$ cat config.mk
export PLATFORM = sky130hd
export DESIGN_NAME = guia_04_tt_scan
export DESIGN_NICKNAME = d
export VERILOG_FILES = /design/src/rtl/guia_04_tt_scan.sv
export SDC_FILE = /design/constraint.sdc
export NUM_CORES = 1
export LEC_CHECK = 0
export ABC_AREA = 1
export ABC_CLOCK_PERIOD_IN_PS = 1800
export CAP_MARGIN = 0
export CORE_MARGIN = 3
export CORE_UTILIZATION = 25
export CTS_CLUSTER_DIAMETER = 150
export DETAILED_ROUTE_END_ITERATION = 8
export PLACE_DENSITY = 0.54
export SYNTH_ARGS = -nofsm -noshare
export SYNTH_HDL_FRONTEND = slang
export SYNTH_SLANG_ARGS = --single-unit
$ cat constraint.sdc
create_clock -name clk -period 1.8 [get_ports clk]
set_input_delay 0.36 -clock clk [delete_from_list [all_inputs] [get_ports clk]]
set_output_delay 0.36 -clock clk [all_outputs]
set_load 0.01 [all_outputs]
$ cat src/rtl/guia_04_tt_scan.sv
// guia_04_tt_scan: scans the four {x,y} rows through five two-input functions and checks their truth tables
module guia_04_tt_scan (
  input  logic        clk,
  input  logic        reset,
  input  logic        start,
  input  logic [4:0]  s_in,
  output logic        x,
  output logic        y,
  output logic        busy,
  output logic        done,
  output logic [19:0] tt_out,
  output logic [4:0]  err_mask,
  output logic        pass
);
  typedef enum logic [1:0] {IDLE, APPLY, SAMPLE, DONE} state_t;
  localparam logic [19:0] EXP_TT = 20'h6FCE2;
  state_t      r_state, w_next;
  logic [1:0]  r_row, w_row_next;
  logic [1:0]  r_xy;
  logic [19:0] r_shadow, w_shadow_next;
  logic [19:0] r_tt;
  logic [4:0]  r_err, w_err;
  logic        r_pass;
  logic        w_last;
  assign w_last = (r_state == SAMPLE) && (r_row == 2'd3);
  always_comb begin
    w_next = r_state;
    w_row_next = r_row;
    case (r_state)
      IDLE: begin
        w_next = start ? APPLY : IDLE;
        w_row_next = 2'd0;
      end
      APPLY: w_next = SAMPLE;
      SAMPLE: begin
        w_next = (r_row == 2'd3) ? DONE : APPLY;
        w_row_next = (r_row == 2'd3) ? r_row : r_row + 2'd1;
      end
      default: w_next = IDLE;
    endcase
  end
  // the table committed on the last SAMPLE edge must already include row 3
  always_comb begin
    w_shadow_next = r_shadow;
    if (r_state == SAMPLE)
      for (int k = 0; k < 5; k++) w_shadow_next[4*k + int'(r_row)] = s_in[k];
    w_err = '0;
    for (int k = 0; k < 5; k++) w_err[k] = w_shadow_next[4*k +: 4] != EXP_TT[4*k +: 4];
  end
  always_ff @(posedge clk) begin
    if (reset) begin
      r_state  <= IDLE;
      r_row    <= 2'd0;
      r_xy     <= 2'd0;
      r_shadow <= '0;
      r_tt     <= '0;
      r_err    <= '0;
      r_pass   <= 1'b0;
    end else begin
      r_state  <= w_next;
      r_row    <= w_row_next;
      r_xy     <= (w_next == APPLY || w_next == SAMPLE) ? w_row_next : 2'd0;
      r_shadow <= w_shadow_next;
      if (w_last) begin
        r_tt   <= w_shadow_next;
        r_err  <= w_err;
        r_pass <= ~|w_err;
      end
    end
  end
  assign x        = r_xy[1];
  assign y        = r_xy[0];
  assign busy     = (r_state == APPLY) || (r_state == SAMPLE);
  assign done     = r_state == DONE;
  assign tt_out   = r_tt;
  assign err_mask = r_err;
  assign pass     = r_pass;
endmodule

### Word-level counts from Yosys, hierarchy flattened

Index checks and enable logic that the tools add are counted.

* output and inout bits: 30
* bits of input ports: 8
* bits in registers: 52
* logic and storage cells: 67

* equality and inequality tests: 11
* add/subtract/negate cells: 5
* bitwise logic cells: 1
* $lt $le $gt $ge: 10
* muxes and demuxes: 21
* reductions and logical operators: 12

Operators by type and width (number)
* 20-bit bitwise mux: 5
* 1-bit demux with 5-bit select: 4
* 20-bit 2-to-1 mux: 1
* 5-bit by 6-bit less-than comparator with 1-bit output (second input constant): 2
* 4-bit != test (second input constant): 3
* 4-bit by 2-bit adder with 5-bit output (first input constant): 2
* 5-bit by 1-bit greater-or-equal comparator with 1-bit output (second input constant): 2
* 2-bit == test (second input constant): 4
* 5-bit by 2-bit adder with 6-bit output (first input constant): 1
* 6-bit by 1-bit greater-or-equal comparator with 1-bit output (second input constant): 1
* 1-bit logical AND: 6
* 2-bit by 6-bit less-than comparator with 1-bit output (second input constant): 1
* 4-bit by 6-bit less-than comparator with 1-bit output (second input constant): 1
* 6-bit less-than comparator (second input constant): 1
* 1-bit 2-to-1 mux: 6
* 2-bit one-hot mux with 3 select lines: 1
* 5-bit OR reduction: 1
* 3-bit by 2-bit adder with 4-bit output (first input constant): 1
* 2-bit by 1-bit == test with 1-bit output (second input constant): 2
* 4-bit by 1-bit greater-or-equal comparator with 1-bit output (second input constant): 1
* 2-bit 2-to-1 mux: 2
* 4-bit by 2-bit != test with 1-bit output (second input constant): 1
* 4-bit by 3-bit != test with 1-bit output (second input constant): 1
* 2-bit one-hot mux with 2 select lines: 1
* 8 further kinds: 9

### Longest topological paths before layout

Gate-level depths: netlist of run 1.

* depth in word-level cells: 13
* depth in mapped cells: 12
* depth with buffers taken out: 11

### Worst setup path before layout of run 1

OpenSTA, ideal clock, no wires.

* path kind: reg2reg
* start point: reg r_state[0]
* end point: reg r_pass, in the netlist pass
* stages on the path, launching flop included: 12
* data required time: 1.733 ns
* path slack: 0.259 ns
* arrival: 1.474 ns
* clock period less this slack: 1.541 ns
* buffers on the path: 1
* cell sequence: dfxtp_1 > inv_1 > ha_1 > buf_6 > nand3_4 > nand2_1 > o21ai_1 > nor2_1 > nand2_1 > nor2_1 > nand3_1 > a21oi_2

* longest elaborated chain between the ends: 5
* elaborated cells on any way between the ends: 10
* those cells by class: eq/ne: 6; mux: 1; reduce/logical: 3

RTL lines
* start: declaration: RTL line 17 `state_t r_state, w_next;`
* start signal: assignment: RTL line 60 `r_state <= w_next;`
* 2-bit == test *: RTL line 25, 45
* 20-bit 2-to-1 mux: RTL line 45 `if (r_state == SAMPLE)`
* 4-bit by 2-bit != test with 1-bit output (tied with other cells): RTL line 48 `for (int k = 0; k < 5; k++) w_err[k] = w_shadow_next[4*k +: 4] != EXP_TT[4*k +: 4];`
* 5-bit OR reduction: RTL line 67 `r_pass <= ~|w_err;`
* 1-bit zero test: RTL line 67
* end signal: assignment: RTL line 67
* end: declaration: RTL line 23 `logic r_pass;`

Mark *: on every way between the ends. The rest lies on a longest branch, timed or not.
A chain may end at the register's enable or synchronous reset.

### Worst setup path after layout of run 1

* start point: reg r_state[0]
* end point: out busy

* longest elaborated chain between the ends: 2
* elaborated cells on any way between the ends: 3
* those cells by class: eq/ne: 2; reduce/logical: 1

RTL lines
* 2-bit by 1-bit == test with 1-bit output / 2-bit == test (equally long branches): RTL line 73 `assign busy = (r_state == APPLY) || (r_state == SAMPLE);`
* 1-bit logical OR *: RTL line 73
* end: declaration: RTL line 9 `output logic busy,`

Marked as above.

==> results.txt, run 1 <==
CTS Buf Count -> 5
Distinct cells, synth -> 25
Sw Ratio -> 0.2413
Hold Buf Count CTS -> 0
Ports -> 38
Router iterations before antenna repair -> 4
DP HPWL -> 3825 um
Max-slew violations -> 0
Final Hold Fails -> 0
Ys Warns -> 0
Syn Nets -> 300
H-tree levels -> 2
Final Worst Setup Slack -> 0.06705 ns
Final setup fails -> 0
Total Nets Final -> 347
Initial antenna violation count -> 0
Pre-CTS WS -> 0.01144 ns
Asr flop ratio synth -> 0
Proportion of layout cells with a drive suffix above 1 -> 0.1276
EDFF count, synth -> 0
Peak supply drop -> 0.4289 mV
Max Fclk -> 577.1 MHz
Top FF cell, synth -> dfxtp_1
Synth Instances -> 289
Total Wirelength -> 5331 um
Die W -> 99.78 um
Die Ht -> 99.78 um
Synth area leaders -> dfxtp_1 47%, nand2_1 13%, inv_1 7.5%, nor2_1 5.6%, o211ai_1 4.1%
RD Place Congestion -> 0.8800
Largest net degree at the start of global routing -> 35
Fin crit share -> 0.9627
Max Cap Violations -> 0
Worst setup path category -> reg2out
Setup bufs post-CTS -> 0
Via density -> 4.156
Post-synthesis sequential area ratio -> 0.4735
Post-synth design cell area -> 0.002198 mm^2
NetSw -> 0.4913 mW
Global-route wire length before repair -> 8825 um
RSZ-0062 raised after global routing -> false
DR iter-0 viols -> 98
Area leader, netlist -> dfxtp_1
Worst Setup Start Kind -> flip-flop
Comb pwr share -> 0.080
Via count -> 1837
Filler cells -> 885
Synth top area share -> 0.4735
Yosys reg bits -> 52
Setup TNS -> 0 ns
Starting density of the core -> 0.2623
Worst-path cell chain -> inv_2, buf_4, ha_1, clkdlybuf4s15_1
Smallest hold slack -> 0.4689 ns
Grt ovf -> 0
Clock Skews -> 0.003265 ns
Worst-path fanout max -> 3
Row cnt -> 33
Synth Area per Inst -> 7.607 um^2
Outcome -> finished clean
Clk sinks -> 52
Max incr delay on CP -> 0.36 ns
Core Util, Final -> 0.3450
PD cells -> 704.1 mW/mm^2
CP required -> 1.44 ns
Cell with the most instances after synthesis -> nand2_1
CP max-delay cell -> dfxtp_2
# DRC -> 0
CTS Buffer Depth -> 2
Critical path arrival -> 1.37 ns
Root buf cell -> clkbuf_8
Core Area -> 0.008382 mm^2
Total GRT Usage -> 0.1135
Slew headroom -> 0.7636
Die area -> 0.009955 mm^2
Seq pwr share -> 0.577
Avg WL per Cell -> 12.06 um
Final period demand of the worst path -> 1.733 ns
Diode count -> 0
Commonest cells in the netlist -> 74 x nand2_1, 52 x dfxtp_1, 44 x inv_1
Worst slew pin tran -> 0.3541 ns
Vias in the first global route -> 1733
# port buffers -> 37
CP Capture Type -> primary output
CTS tree -> yes
Clk pin slew, worst setup/hold paths -> 0.09 ns
Min-delay worst type -> reg2reg
Post-route ant nets -> 0
Layout area overhead -> 31.53%
Internal power -> 1.545 mW
Clk network pwr share -> 0.343
P_leak -> 1.216 nW
Worst-Skew Late Latency -> 0.30 ns
[worst paths after layout]
check | from | endpoint | slack [ns] | cells past startpoint
setup / recovery | r_state[0] | busy | 0.07 | 4
hold / removal | tt_out[3] | tt_out[3] | 0.47 | 2
setup reg to reg | r_row[0] | pass | 0.17 | 9
hold reg to reg | tt_out[3] | tt_out[3] | 0.47 | 2
[cells by family after synthesis]
family          Yosys count  share of synthesized area
flops                    52                     0.4735
compound gates           51                     0.1440
buf+inv                  58                     0.1116
fa+ha+maj                 3                    0.01708
simple gates            125                     0.2538
[metrics by stage]
stage               instance area (um^2)  cells  power, mW
floorplan                           2198    289      1.291
global placement                    2781    434      1.361
detailed placement                  2781    434      1.362
CTS                                 2875    442      2.065
global route                        2892    442      2.139
finish                              2892    442      2.036
[registers in the layout (all words and copies together), names as in the netlist]
name	cells
r_xy	2
r_shadow	20
err_mask	5
r_row	2
tt_out	20
pass	1
r_state	2
[power groups by stage]
stage               Clock, mW  Sequential (mW)  Combinational [mW]
finish                  0.699             1.18               0.162
global route            0.779             1.18               0.183
CTS                     0.730             1.17               0.161
detailed placement          0             1.20               0.162
global placement            0             1.20               0.161
floorplan                   0             1.20              0.0954
[timing repair]
| action | CTS | global route |
|---|---|---|
| cloned | 0 | 0 |
| pin swaps | 0 | 0 |
| setup endpoints to repair | 2 | 11 |
| resized for setup | 2 | 6 |
[layer usage]
| metal | global-route usage | share of wire | up-vias |
|---|---|---|---|
| met5 | 0 | 0 | - |
| met4 | 0.03992 | 0.013 | 0 |
| met3 | 0.03197 | 0.059 | 4 |
| met2 | 0.1560 | 0.41 | 48 |
| met1 | 0.1680 | 0.52 | 797 |
| li1 | - | - | 988 |
[critical path: cells and delay by family, from the launching register on]
kind / cells / cell delay, ns
DFF: 1 / 0.36
buffers and inverters: 3 / 0.42
adders and majority gates: 1 / 0.29
[cells in the final DEF (no fill, tap or decap), drive strengths merged]
cell type      netlist  final
clkdlybuf4s15        0      1
o211ai              12     12
clkinvlp             0      1
o22ai                1      1
clkdlybuf4s50        0     36
clkbuf               4      7
dfxtp               52     52
buf                  9     16
a21oi               10     10
nor2                38     38
o21bai               4      4
inv                 45     45
nand3               11     11
o21ai               22     22
nand2               76     76
o21a                 2      2
ha                   3      3
[layout make-up]
type                    instances  area (um^2)  area share
flip-flops and latches         52         1045      0.3613
clock inverters                 1        7.507    0.002596
well taps                     105        131.4     0.04543
repair buffers                 53        528.0      0.1826
clock buffers                   7        86.33     0.02986
multi-input cells             179        924.6      0.3198
inverters                      45        168.9     0.05842
No activity file was read; power rests on OpenSTA's default activity.
==> run 2: changes to the inputs <==
Settings changed: CTS_CLUSTER_DIAMETER 150 to not set.
==> results of run 2 <==
Final layout, timing and power as in run 1 (identical DEF).
